$ cat config.mk
export PLATFORM = sky130hd
export DESIGN_NAME = cache_port_rr_arbiter
export DESIGN_NICKNAME = d
export VERILOG_FILES = /design/src/rtl/cache_port_rr_arbiter.sv
export SDC_FILE = /design/constraint.sdc
export NUM_CORES = 1
export LEC_CHECK = 0
export BUFFER_PORTS_ARGS = -buffer_cell sky130_fd_sc_hd__buf_2
export CORE_AREA = 2 2 167 169
export CTS_BUF_LIST = sky130_fd_sc_hd__clkbuf_8
export DETAILED_ROUTE_END_ITERATION = 12
export DIE_AREA = 0 0 169 171
export HOLD_SLACK_MARGIN = 0.12
export SKIP_CTS_REPAIR_TIMING = 1
export SLEW_MARGIN = 25
export SYNTH_ARGS = -nofsm -noshare
export SYNTH_HDL_FRONTEND = slang
export SYNTH_SLANG_ARGS = --single-unit
export TNS_END_PERCENT = 30
$ cat constraint.sdc
create_clock -name clk_i -period 2.4 [get_ports clk_i]
set_input_delay 0.24 -clock clk_i [delete_from_list [all_inputs] [get_ports clk_i]]
set_output_delay 0.24 -clock clk_i [all_outputs]
set_load 0.005 [all_outputs]
$ cat src/rtl/cache_port_rr_arbiter.sv
// -----------------------------------------------------------------------------
// cache_port_rr_arbiter
//   N-master to 1-slave OBI-style arbiter in front of the data cache core port.
//   Round-robin selection with lock-in while the slave stalls a request, and an
//   order FIFO (MAX_OUTSTANDING deep) that routes each response back to the
//   master that issued the matching request. Responses return in order.
//
// Optional feature macro: CACHE_ARB_PERF_EN
//   When defined, per-master saturating grant counters are added and exported
//   on perf_gnt_cnt_o. When undefined, the port and the counters are absent.
//
// Ports
//   clk_i           clock
//   rst_i           synchronous reset, active-high
//   mst_req_i       per-master request            [NR_MASTERS]
//   mst_gnt_o       per-master grant              [NR_MASTERS]
//   mst_we_i        per-master write enable       [NR_MASTERS]
//   mst_be_i        per-master byte enables       [NR_MASTERS*BE_WIDTH]
//   mst_addr_i      per-master address            [NR_MASTERS*ADDR_WIDTH]
//   mst_wdata_i     per-master write data         [NR_MASTERS*DATA_WIDTH]
//   mst_rvalid_o    per-master response valid     [NR_MASTERS]
//   mst_rdata_o     read data, broadcast          [DATA_WIDTH]
//   mst_err_o       response error, broadcast
//   slv_req_o/slv_gnt_i/slv_we_o/slv_be_o/slv_addr_o/slv_wdata_o  cache request
//   slv_rvalid_i/slv_rdata_i/slv_err_i                            cache response
//   outstanding_o   order FIFO fill level
//   spurious_o      1-cycle pulse: response arrived with nothing in flight
//   perf_gnt_cnt_o  per-master grant counters (CACHE_ARB_PERF_EN only)
// -----------------------------------------------------------------------------
module cache_port_rr_arbiter #(
  parameter int unsigned NR_MASTERS      = 4,
  parameter int unsigned ADDR_WIDTH      = 32,
  parameter int unsigned DATA_WIDTH      = 32,
  parameter int unsigned MAX_OUTSTANDING = 2,
  parameter int unsigned CNT_WIDTH       = 32,
  localparam int unsigned BE_WIDTH = DATA_WIDTH / 8,
  localparam int unsigned IDX_W    = $clog2(NR_MASTERS),
  localparam int unsigned PTR_W    = (MAX_OUTSTANDING > 1) ? $clog2(MAX_OUTSTANDING) : 1,
  localparam int unsigned OCNT_W   = $clog2(MAX_OUTSTANDING + 1)
) (
  input  logic                             clk_i,
  input  logic                             rst_i,
  input  logic [NR_MASTERS-1:0]            mst_req_i,
  output logic [NR_MASTERS-1:0]            mst_gnt_o,
  input  logic [NR_MASTERS-1:0]            mst_we_i,
  input  logic [NR_MASTERS*BE_WIDTH-1:0]   mst_be_i,
  input  logic [NR_MASTERS*ADDR_WIDTH-1:0] mst_addr_i,
  input  logic [NR_MASTERS*DATA_WIDTH-1:0] mst_wdata_i,
  output logic [NR_MASTERS-1:0]            mst_rvalid_o,
  output logic [DATA_WIDTH-1:0]            mst_rdata_o,
  output logic                             mst_err_o,
  output logic                             slv_req_o,
  input  logic                             slv_gnt_i,
  output logic                             slv_we_o,
  output logic [BE_WIDTH-1:0]              slv_be_o,
  output logic [ADDR_WIDTH-1:0]            slv_addr_o,
  output logic [DATA_WIDTH-1:0]            slv_wdata_o,
  input  logic                             slv_rvalid_i,
  input  logic [DATA_WIDTH-1:0]            slv_rdata_i,
  input  logic                             slv_err_i,
  output logic [OCNT_W-1:0]                outstanding_o,
  output logic                             spurious_o
`ifdef CACHE_ARB_PERF_EN
  ,
  output logic [NR_MASTERS*CNT_WIDTH-1:0]  perf_gnt_cnt_o
`endif
);

  // Arbitration state
  logic [IDX_W-1:0] rr_q, rr_d;
  logic             lock_q, lock_d;
  logic [IDX_W-1:0] lock_idx_q, lock_idx_d;

  // Order FIFO: master index of every in-flight request, oldest at head
  logic [IDX_W-1:0]  fifo_q [MAX_OUTSTANDING];
  logic [PTR_W-1:0]  head_q, head_d;
  logic [PTR_W-1:0]  tail_q, tail_d;
  logic [OCNT_W-1:0] count_q, count_d;
  logic              spurious_q, spurious_d;

  logic [IDX_W-1:0] arb_idx;
  logic [IDX_W-1:0] cand;
  logic             arb_found;
  logic [IDX_W-1:0] sel;
  logic             full, empty, handshake, push, pop;

  // Pointer increment that wraps at MAX_OUTSTANDING-1 (depth need not be 2^n)
  function automatic logic [PTR_W-1:0] ptr_inc(input logic [PTR_W-1:0] p);
    return (p == PTR_W'(MAX_OUTSTANDING - 1)) ? '0 : p + PTR_W'(1);
  endfunction

  // Round-robin search: first requester at or after rr_q, modulo NR_MASTERS
  always_comb begin
    // NOTE: every variable gets a default before any conditional write, so
    // no path leaves it unassigned and no latch is inferred.
    arb_idx   = rr_q;
    arb_found = 1'b0;
    cand      = '0;
    for (int k = 0; k < int'(NR_MASTERS); k++) begin
      cand = IDX_W'((int'(rr_q) + k) % int'(NR_MASTERS));
      if (!arb_found && mst_req_i[cand]) begin
        arb_idx   = cand;
        arb_found = 1'b1;
      end
    end
  end

  // A stalled request keeps its master until the handshake completes
  assign sel       = lock_q ? lock_idx_q : arb_idx;
  assign full      = (count_q == OCNT_W'(MAX_OUTSTANDING));
  assign empty     = (count_q == '0);
  assign slv_req_o = (|mst_req_i) & ~full;
  assign handshake = slv_req_o & slv_gnt_i;
  assign push      = handshake;
  // A response with nothing in flight is never popped, even if a push lands
  // in the same cycle: the slave answers at least one cycle after the grant.
  assign pop       = slv_rvalid_i & ~empty;

  assign slv_we_o    = mst_we_i[sel];
  assign slv_be_o    = mst_be_i[int'(sel)*BE_WIDTH +: BE_WIDTH];
  assign slv_addr_o  = mst_addr_i[int'(sel)*ADDR_WIDTH +: ADDR_WIDTH];
  assign slv_wdata_o = mst_wdata_i[int'(sel)*DATA_WIDTH +: DATA_WIDTH];

  assign mst_rdata_o   = slv_rdata_i;
  assign mst_err_o     = slv_err_i;
  assign outstanding_o = count_q;
  assign spurious_o    = spurious_q;

  always_comb begin
    mst_gnt_o                 = '0;
    mst_gnt_o[sel]            = handshake;
    mst_rvalid_o              = '0;
    mst_rvalid_o[fifo_q[head_q]] = pop;
  end

  // Next-state logic
  always_comb begin
    rr_d       = rr_q;
    lock_d     = lock_q;
    lock_idx_d = lock_idx_q;
    if (handshake) begin
      rr_d   = (sel == IDX_W'(NR_MASTERS - 1)) ? '0 : sel + IDX_W'(1);
      lock_d = 1'b0;
    end else if (slv_req_o) begin
      lock_d     = 1'b1;
      lock_idx_d = sel;
    end

    head_d = pop  ? ptr_inc(head_q) : head_q;
    tail_d = push ? ptr_inc(tail_q) : tail_q;

    unique case ({push, pop})
      2'b10:   count_d = count_q + OCNT_W'(1);
      2'b01:   count_d = count_q - OCNT_W'(1);
      default: count_d = count_q;
    endcase

    spurious_d = slv_rvalid_i & empty;
  end

  always_ff @(posedge clk_i) begin
    // NOTE: state registers use non-blocking assignments so every flop in the
    // design samples the values from before this edge.
    if (rst_i) begin
      rr_q       <= '0;
      lock_q     <= 1'b0;
      lock_idx_q <= '0;
      head_q     <= '0;
      tail_q     <= '0;
      count_q    <= '0;
      spurious_q <= 1'b0;
    end else begin
      rr_q       <= rr_d;
      lock_q     <= lock_d;
      lock_idx_q <= lock_idx_d;
      head_q     <= head_d;
      tail_q     <= tail_d;
      count_q    <= count_d;
      spurious_q <= spurious_d;
    end
  end

  // NOTE: FIFO storage is deliberately not reset; count_q qualifies every
  // entry, so stale contents are never observed.
  always_ff @(posedge clk_i) begin
    if (push) begin
      fifo_q[tail_q] <= sel;
    end
  end

`ifdef CACHE_ARB_PERF_EN
  logic [CNT_WIDTH-1:0] perf_q [NR_MASTERS];
  logic [CNT_WIDTH-1:0] perf_d [NR_MASTERS];

  // Counters saturate at all-ones instead of wrapping
  always_comb begin
    for (int i = 0; i < int'(NR_MASTERS); i++) begin
      perf_d[i] = perf_q[i];
      if (handshake && (sel == IDX_W'(i)) && (perf_q[i] != '1)) begin
        perf_d[i] = perf_q[i] + CNT_WIDTH'(1);
      end
    end
  end

  always_ff @(posedge clk_i) begin
    for (int i = 0; i < int'(NR_MASTERS); i++) begin
      if (rst_i) perf_q[i] <= '0;
      else       perf_q[i] <= perf_d[i];
    end
  end

  for (genvar g = 0; g < NR_MASTERS; g++) begin : g_perf_out
    assign perf_gnt_cnt_o[g*CNT_WIDTH +: CNT_WIDTH] = perf_q[g];
  end
`endif

endmodule
==> summary.txt, run 1 <==
Run status - complete, but fails checks
Failing checks - setup timing
Total routed wirelength - 17.1 mm
DIE HEIGHT - 171 um
Total grt overflow - 0
Clock power share - 0.044
Vias per cell - 4.35
Final Slew Violations - 0
Clk sink count - 15
Seq. cell area - 345 sq um
Crit-path max FO - 15
Share of cells above drive strength 1 - 0.496
Setup crit start kind - register
Cells after Synth - 522
CP max stage delay - 390 ps
Buf+Inv Stages, Crit Path - 4
CTS tree - built
CTS root buf - clkbuf_8
Post-Layout Cell Count - 1196
Total negative setup slack - -8.55 ps
Ranking of synthesized cells by area - nand2_1 (26%), a32oi_1 (20%), a21oi_1 (12%), buf_4 (8.2%), dfxtp_1 (7.0%)
Row cnt - 61
Initial core utilization - 0.115
Ports - 431
Largest area contributor in the netlist - nand2_1
DR vias - 5197
P_sw - 0.00235 W
Syn Area/Cell - 6.00 sq um
Ys async rst share - 0
Largest net degree at the start of global routing - 84
CTS buffer count - 3
Final Hold Vio Count - 0
Data arrival at the endpoint of the critical path - 2160 ps
Crit-path cells - and3b_1 -> nor4_4 -> o31ai_4 -> inv_4 -> buf_12 -> buf_4 -> a21oi_1 -> a32oi_1 -> buf_2
WP data required - 2160 ps
Pre-Repair DR Iteration Count - 4
Slew Limit Headroom - 0.726
Crit end category - output pin
Max Cap Violations - 0
Overall routing resource usage - 0.0867
Number of nets in the layout - 1169
Finished Cell Area - 5570 sq um
Clk_lat worst skew - 260 ps
Fin Hold WS - 261 ps
Maximum root-to-sink buffer count - 2
Final ANT Viol Nets - 0
Die width - 169 um
Maximum vdd drop - 0.302 mV
CTS H-tree lvls - 1
Fmax - 416 MHz
Top delay family on crit path - compound AO/OA/AOI/OAI gates
Final setup vio count - 2
Hold crit path type - in2reg
Power Dens Cells - 858 nW/um^2
Synth Flop Type - dfxtp_1
Commonest cells post-synth - nand2_1 (213), a21oi_1 (77), a32oi_1 (70)
Initial antenna violation count - 1
Port Buf Inserts - 364
Cells after DPL - 1170
Area growth, synth to finish - 77.9%
Area of the mapped netlist - 3130 sq um
RD Place Congestion - 0.752
Final worst-path setup slack - -4.95 ps
Switching Fraction - 0.491
# DRC - 0
Area of the multi-input gates - 2250 sq um
Slowest stage cell on the critical path - dfxtp_2
Sequential share of the synthesized area - 0.109
Layout fillers - 3088
Yosys synthesis warning count - 0
Seq cells post-synth - 15
DP Wirelength - 11.8 mm
Die Area - 28900 sq um
Core ar. - 27300 sq um
Fin crit period - 2400 ps
Initial DRC count - 235
Clock skew - 2.22 ps
Synth cell types - 39
Post-synth EDFFs - 4
LEAKAGE - 2.82 nW
Routed WL per cell - 14.3 um
Syn Nets - 841
Worst R2R Setup Slack - 210 ps
Worst-margin pin slew - 405 ps
Logic pwr share - 0.865
Placed Area - 5110 sq um
Critical path class - reg2out
CTS clock-pin slew for the worst setup and hold paths - 60 ps
Power Internal - 0.00243 W
RSZ-0062 raised after global routing - yes
Vias in the first global route - 4123
Tcrit/Tclk final - 1.00
Cell with the most instances after synthesis - nand2_1
Synth top area share - 0.255
Sequential power share - 0.091
First-pass GRT wire length - 20.6 mm
## per-layer routing
layer,up-vias,routed length [um],track usage
met5,-,0,0
met4,0,356,0.0230
met3,30,1400,0.0146
met2,317,8500,0.159
met1,2372,6880,0.105
li1,2478,-,-
## layout make-up
cell class,count,area share
timing repair buffer,405,0.442
clock buffer,3,0.00741
tap,346,0.0777
inverter,7,0.00517
antenna,1,0.000449
multi-input combinational,418,0.404
sequential,15,0.0620
clock inverter,1,0.000898
## layout by cell type, fill, tap and decap left out, drive strengths merged, types with 5 or more instances in the layout
master / instances
nor2: 16
a21oi: 77
dfxtp: 11
inv: 7
nor2b: 5
nand2: 213
clkbuf: 12
buf: 396
a32oi: 70
## path summary, 6_finish.rpt
path	startpoint	to	depth (start not counted)
max reg2reg	rr_q[1]	rr_q[0]	9
max	rr_q[1]	slv_wdata_o[11]	9
min	slv_rvalid_i	spurious_o	2
min reg2reg	head_q	register	2
## power by group through the flow
stage	Combinational, W	Sequential [W]	Clock (W)
2_1_floorplan	0.00218	0.000395	0
3_3_place_gp	0.00341	0.000425	0
3_5_place_dp	0.00346	0.000430	0
4_1_cts	0.00347	0.000426	0.000218
5_1_grt	0.00456	0.000446	0.000227
6_report	0.00413	0.000435	0.000213
## flip-flops by register name (all words and copies together) (netlist names), named ones only
name	cells
tail_q	1
lock_idx_q	2
outstanding_o	2
rr_q	2
fifo_q	4
spurious_o	1
lock_q	1
head_q	1
## logic make-up (layout without fill, tap and decap cells)
kind of cell               Yosys count  in the layout  synth area share
adders and majority gates            2              2           0.00799
DFF                                 15             15             0.109
AOI/OAI and AO/OA                  158            158             0.357
muxes                                2              2           0.00640
buffers and inverters               89            416             0.184
other                                0              1                 0
xor gates and xnor gates             4              4            0.0112
and+or+nand+nor                    252            252             0.324
## per-stage QoR
stage,setup WS (ps),total power (W),utilization
5_1_grt,-118,0.00523,0.204
2_1_floorplan,329,0.00257,-
6_report,-4.95,0.00478,0.204
3_3_place_gp,125,0.00383,0.187
4_1_cts,-189,0.00412,0.189
3_5_place_dp,92.6,0.00389,0.187
(Power assumes the default switching activity.)
==> run 2, diff against run 1 <==
--- a/config.mk
+++ b/config.mk
@@ -12,6 +12,7 @@
 export DIE_AREA = 0 0 169 171
 export HOLD_SLACK_MARGIN = 0.12
 export SKIP_CTS_REPAIR_TIMING = 1
+export SKIP_LAST_GASP = 1
 export SLEW_MARGIN = 25
 export SYNTH_ARGS = -nofsm -noshare
 export SYNTH_HDL_FRONTEND = slang
==> summary.txt, run 2 (synthesis gave the netlist of run 1 again) <==
Port Buf Inserts - 364
Run status - complete, but fails checks
LEAKAGE - 2.82 nW
Most frequent cells in the layout - buf_2 (364), nand2_1 (213), a21oi_1 (77)
CTS H-tree lvls - 1
Logic pwr share - 0.864
Initial antenna violation count - 1
Pre-Repair DR Iteration Count - 4
Vias in the first global route - 4123
Largest register FFs - 4
Final ANT Viol Nets - 0
Number of nets in the layout - 1169
Failing checks - setup timing
CTS buffer count - 3
Power Dens Cells - 858 nW/um^2
Most flops, register - fifo_q
RD Place Congestion - 0.752
Row cnt - 61
Hold crit path type - in2reg
Layout fillers - 3089
Switching Fraction - 0.492
CP max stage delay - 390 ps
Slowest stage cell on the critical path - dfxtp_2
Final setup vio count - 4
RSZ-0062 raised after global routing - yes
Overall routing resource usage - 0.0867
Share of cells above drive strength 1 - 0.495
Total grt overflow - 0
Maximum vdd drop - 0.302 mV
Commonest non-fill, non-tap cell in the layout - buf_2
Worst-margin pin slew - 405 ps
Fin crit period - 2420 ps
Finished Cell Area - 5560 sq um
Crit end category - output pin
Slew Limit Headroom - 0.726
Routed WL per cell - 14.4 um
First-pass GRT wire length - 20.6 mm
Crit-path cells - and3b_1 -> nor4_4 -> o31ai_4 -> inv_4 -> buf_12 -> buf_12 -> a21oi_1 -> a32oi_1 -> buf_2
DP Wirelength - 11.8 mm
Core ar. - 27300 sq um
Final Hold Vio Count - 0
Critical path class - reg2out
Placed Area - 5110 sq um
Sequential power share - 0.091
DR vias - 5206
Final worst-path setup slack - -19.9 ps
Area growth, synth to finish - 77.6%
Clock skew - 2.24 ps
Final Power - 0.00477 W
Vias per cell - 4.35
Initial DRC count - 221
Clk sink count - 15
Tcrit/Tclk final - 1.01
Total routed wirelength - 17.2 mm
Die Area - 28900 sq um
CTS clock-pin slew for the worst setup and hold paths - 60 ps
Reg2Reg Depth - 9
DIE HEIGHT - 171 um
Initial core utilization - 0.115
Largest net degree at the start of global routing - 84
Capture point of the worst reg-to-reg path - rr_q[0]
Max Cap Violations - 0
P_sw - 0.00235 W
# DRC - 0
Hold path cells - 2
Hold Path Origin - slv_rvalid_i
Final Slew Violations - 0
WP data required - 2160 ps
Fmax - 413 MHz
CTS root buf - clkbuf_8
Power Internal - 0.00242 W
Clk_lat worst skew - 260 ps
Ports - 431
Worst R2R Setup Slack - 210 ps
Crit-path max FO - 15
Die width - 169 um
Hold endpoint - spurious_o
Maximum root-to-sink buffer count - 2
Clock power share - 0.045
CTS tree - built
Setup crit start kind - register
RR Startpoint - rr_q[1]
Data arrival at the endpoint of the critical path - 2180 ps
Critical path's most frequent cell - buf_12
-- run 2: cell counts in the layout (fill, tap and decap cells not counted) --
No cell type changed its count.
-- run 2: per-stage QoR --
stage	hold slack (ps)	TNS [ps]	setup WS [ps]	std cells	util
finish	261	-55.7	-19.9	1196	0.203
global route	275	-4850	-118	1196	0.203
CTS	259	-6560	-189	1174	0.189
detailed placement	480	0	92.6	1170	0.187
global placement	480	0	125	1170	0.187
floorplan	317	0	329	522	-
-- run 2: cell type report --
cell class                      instances  area [sq um]  area share
Antenna cell                            1          2.50    0.000450
Inverter                                7          28.8     0.00518
Multi-Input combinational cell        418          2250       0.404
Clock inverter                          1          5.00    0.000900
Clock buffer                            3          41.3     0.00743
Sequential cell                        15           345      0.0621
Timing Repair Buffer                  405          2460       0.442
Tap cell                              346           433      0.0779
-- run 2: routing by layer --
metal,wire length (um),track usage,vias to the layer above
met1,6880,0.105,2380
met4,327,0.0230,0
met2,8520,0.159,321
met3,1450,0.0146,27
li1,-,-,2478
met5,0,0,-
-- run 2: power groups by stage --
stage                     clock [W]  sequential [W]  combinational, W
final                      0.000213        0.000435           0.00412
after global routing       0.000227        0.000446           0.00455
after CTS                  0.000218        0.000426           0.00347
after detailed placement          0        0.000430           0.00346
after global placement            0        0.000425           0.00341
after floorplan                   0        0.000395           0.00218
-- run 2: worst max path at each step --
stage / start / end / slack, ps
after detailed placement: mst_req_i[2] / slv_wdata_o[12] / 90
after global placement: mst_req_i[2] / slv_wdata_o[12] / 130
after CTS: rr_q[1] / slv_wdata_o[12] / -190
final: rr_q[1] / slv_addr_o[16] / -20
after floorplan: rr_q[1] / rr_q[0] / 330
after global routing: rr_q[1] / slv_addr_o[24] / -120
-- run 2: worst max-delay path, delay by kind of cell, from the launching register on --
family / cells / cell delay (ps)
compound gates: 3 / 630
buf+inv: 4 / 570
flops: 1 / 390
simple gates: 2 / 310
==> run 3, diff against run 2 <==
--- a/config.mk
+++ b/config.mk
@@ -5,11 +5,12 @@
 export SDC_FILE = /design/constraint.sdc
 export NUM_CORES = 1
 export LEC_CHECK = 0
+export ABC_AREA = 1
 export BUFFER_PORTS_ARGS = -buffer_cell sky130_fd_sc_hd__buf_2
-export CORE_AREA = 2 2 167 169
+export CORE_AREA = 2 2 169 171
 export CTS_BUF_LIST = sky130_fd_sc_hd__clkbuf_8
 export DETAILED_ROUTE_END_ITERATION = 12
-export DIE_AREA = 0 0 169 171
+export DIE_AREA = 0 0 171 173
 export HOLD_SLACK_MARGIN = 0.12
 export SKIP_CTS_REPAIR_TIMING = 1
 export SKIP_LAST_GASP = 1
==> summary.txt, run 3 <==
Ys async rst share - 0
Final Slew Violations - 0
CTS H-tree lvls - 1
Area growth, synth to finish - 48.8%
# DRC - 0
Cell with the most instances after synthesis - nand2_1
Initial DRC count - 461
DIE HEIGHT - 173 um
Cells after Synth - 907
Area of the mapped netlist - 5240 sq um
Run status - complete, but fails checks
Failing checks - setup timing
Top delay family on crit path - simple AND/OR/NAND/NOR gates
Synth top area share - 0.285
Setup crit start kind - register
DP Wirelength - 19.7 mm
Buf+Inv Stages, Crit Path - 4
Reg2Reg Depth - 16
Commonest non-fill, non-tap cell in the layout - nand2_1
Final setup vio count - 72
Layout fillers - 3157
Data arrival at the endpoint of the critical path - 2290 ps
Maximum root-to-sink buffer count - 2
DR vias - 7306
Most frequent cells in the layout - nand2_1 (380), buf_2 (364), nand3_1 (193)
Hold path cells - 2
Final ANT Viol Nets - 0
Row cnt - 61
Most flops, register - fifo_q
Initial core utilization - 0.190
Sequential share of the synthesized area - 0.0650
Seq cells post-synth - 15
CP max stage delay - 400 ps
Final Hold Vio Count - 0
Clk sink count - 15
RD Place Congestion - 0.928
Ranking of synthesized cells by area - nand2_1 (29%), nand3_2 (19%), nand3_1 (19%), buf_4 (6.9%), dfxtp_1 (4.2%)
Syn Nets - 1226
Post-synth EDFFs - 4
Clk_lat worst skew - 250 ps
Final worst-path setup slack - -127 ps
CTS buffer count - 3
Crit end category - output pin
CTS clock-pin slew for the worst setup and hold paths - 70 ps
Worst-margin pin slew - 549 ps
Fin crit period - 2530 ps
Slew Limit Headroom - 0.634
Port Buf Inserts - 364
Total routed wirelength - 27.1 mm
Clock skew - 5.67 ps
WP data required - 2160 ps
Largest net degree at the start of global routing - 62
Power Dens Cells - 1640 nW/um^2
Largest area contributor in the netlist - nand2_1
CTS root buf - clkbuf_8
Critical path class - reg2out
Crit-path cells - buf_6 -> nand2_2 -> nand2_2 -> nand2_2 -> nand2_4 -> nand2_4 -> nand2_2 -> nand2_2 -> nand2_2 -> nand3_4 -> buf_12 -> buf_4 -> nand3_1 -> nand2_1 -> nand2_2 -> nand2_1 -> buf_2
Routed WL per cell - 16.7 um
Commonest cells post-synth - nand2_1 (398), nand3_1 (196), nand3_2 (102)
Finished Cell Area - 7790 sq um
First-pass GRT wire length - 35.6 mm
Max Cap Violations - 0
Critical path's most frequent cell - nand2_2
Fmax - 396 MHz
Vias in the first global route - 6567
RSZ-0062 raised after global routing - yes
Slowest stage cell on the critical path - dfxtp_4
Total grt overflow - 0
Yosys synthesis warning count - 0
Total negative setup slack - -4890 ps
Initial antenna violation count - 3
Syn Area/Cell - 5.77 sq um
LEAKAGE - 4.68 nW
Overall routing resource usage - 0.150
CP Depth - 17
Die Area - 29600 sq um
Maximum vdd drop - 0.661 mV
Share of cells above drive strength 1 - 0.477
Vias per cell - 4.50
Synth cell types - 31
Core ar. - 27600 sq um
Crit-path max FO - 9
Largest register FFs - 4
Placed Area - 7240 sq um
Ports - 431
Tcrit/Tclk final - 1.05
Number of nets in the layout - 1563
Pre-Repair DR Iteration Count - 5
CTS tree - built
Hold crit path type - in2reg
Die width - 171 um
Synth Flop Type - dfxtp_1
[run 3: changes by cell type after synthesis, sizes merged, moves of 5 or more]
cell	delta
a21oi	-68
a32oi	-70
buf	+27
inv	+22
nand2	+198
nand3	+297
nand4	+5
nor2	-6
nor2b	-5
o21ai	+5
[run 3: metal layers]
metal | part of all wire | track usage | vias to the layer above
met4 | 0.015 | 0.0265 | 4
met1 | 0.42 | 0.188 | 3304
met5 | 0.00081 | 0 | -
li1 | - | - | 3606
met2 | 0.47 | 0.267 | 358
met3 | 0.087 | 0.0295 | 34
[run 3: kinds of logic (layout without fill, tap and decap cells)]
kind of cell    Yosys count  in the layout  synth area share
other cells               0              1                 0
mux                       1              1           0.00191
simple gates            731            731             0.715
buf+inv                 140            476             0.196
compound gates           18             18            0.0177
flops                    15             15            0.0650
fa+ha+maj                 2              2           0.00478
[run 3: cell type report]
cell class	instances	area (sq um)	share of cell area
multi-input combinational	752	3980	0.510
clock buffer	3	41.3	0.00530
antenna	1	2.50	0.000321
tap	378	473	0.0607
sequential	15	344	0.0442
clock inverter	1	7.51	0.000964
timing repair buffer	443	2830	0.363
inverter	29	116	0.0149
[run 3: where the power goes]
group	total (W)	internal, W	switching, W
registers	0.000422	0.000355	0.0000667
clock network	0.000210	0.000117	0.0000930
logic	0.0121	0.00512	0.00699
[run 3: path summary, 6_finish.rpt]
kind | slack, ps | end | startpoint
hold / removal | 220 | spurious_o | rst_i
setup / recovery | -130 | slv_wdata_o[7] | rr_q[0]
hold reg to reg | 470 | head_q | head_q
setup reg to reg | 180 | rr_q[1] | rr_q[0]
[run 3: worst reg2reg max path: stages, from the launching register on]
cell,delay (ps)
dfxtp_4,400
buf_6,140
nand2_2,50
nand2_2,70
nand2_2,70
nand2_4,120
nand2_4,70
nand2_2,60
nand2_2,50
nand2_2,80
nand3_4,170
buf_12,210
nand2_2,100
inv_1,50
ha_1,260
o21ai_0,170
a21oi_1,60
[run 3: metrics by stage]
stage	hold WS (ps)	worst slack [ps]	utilization	power, W	cells
after floorplan	312	346	-	0.00745	907
after global placement	436	51.0	0.262	0.0106	1594
after CTS	224	-265	0.264	0.0109	1598
final	222	-127	0.282	0.0127	1622
after detailed placement	447	5.36	0.262	0.0106	1594
after global routing	250	-273	0.282	0.0140	1621
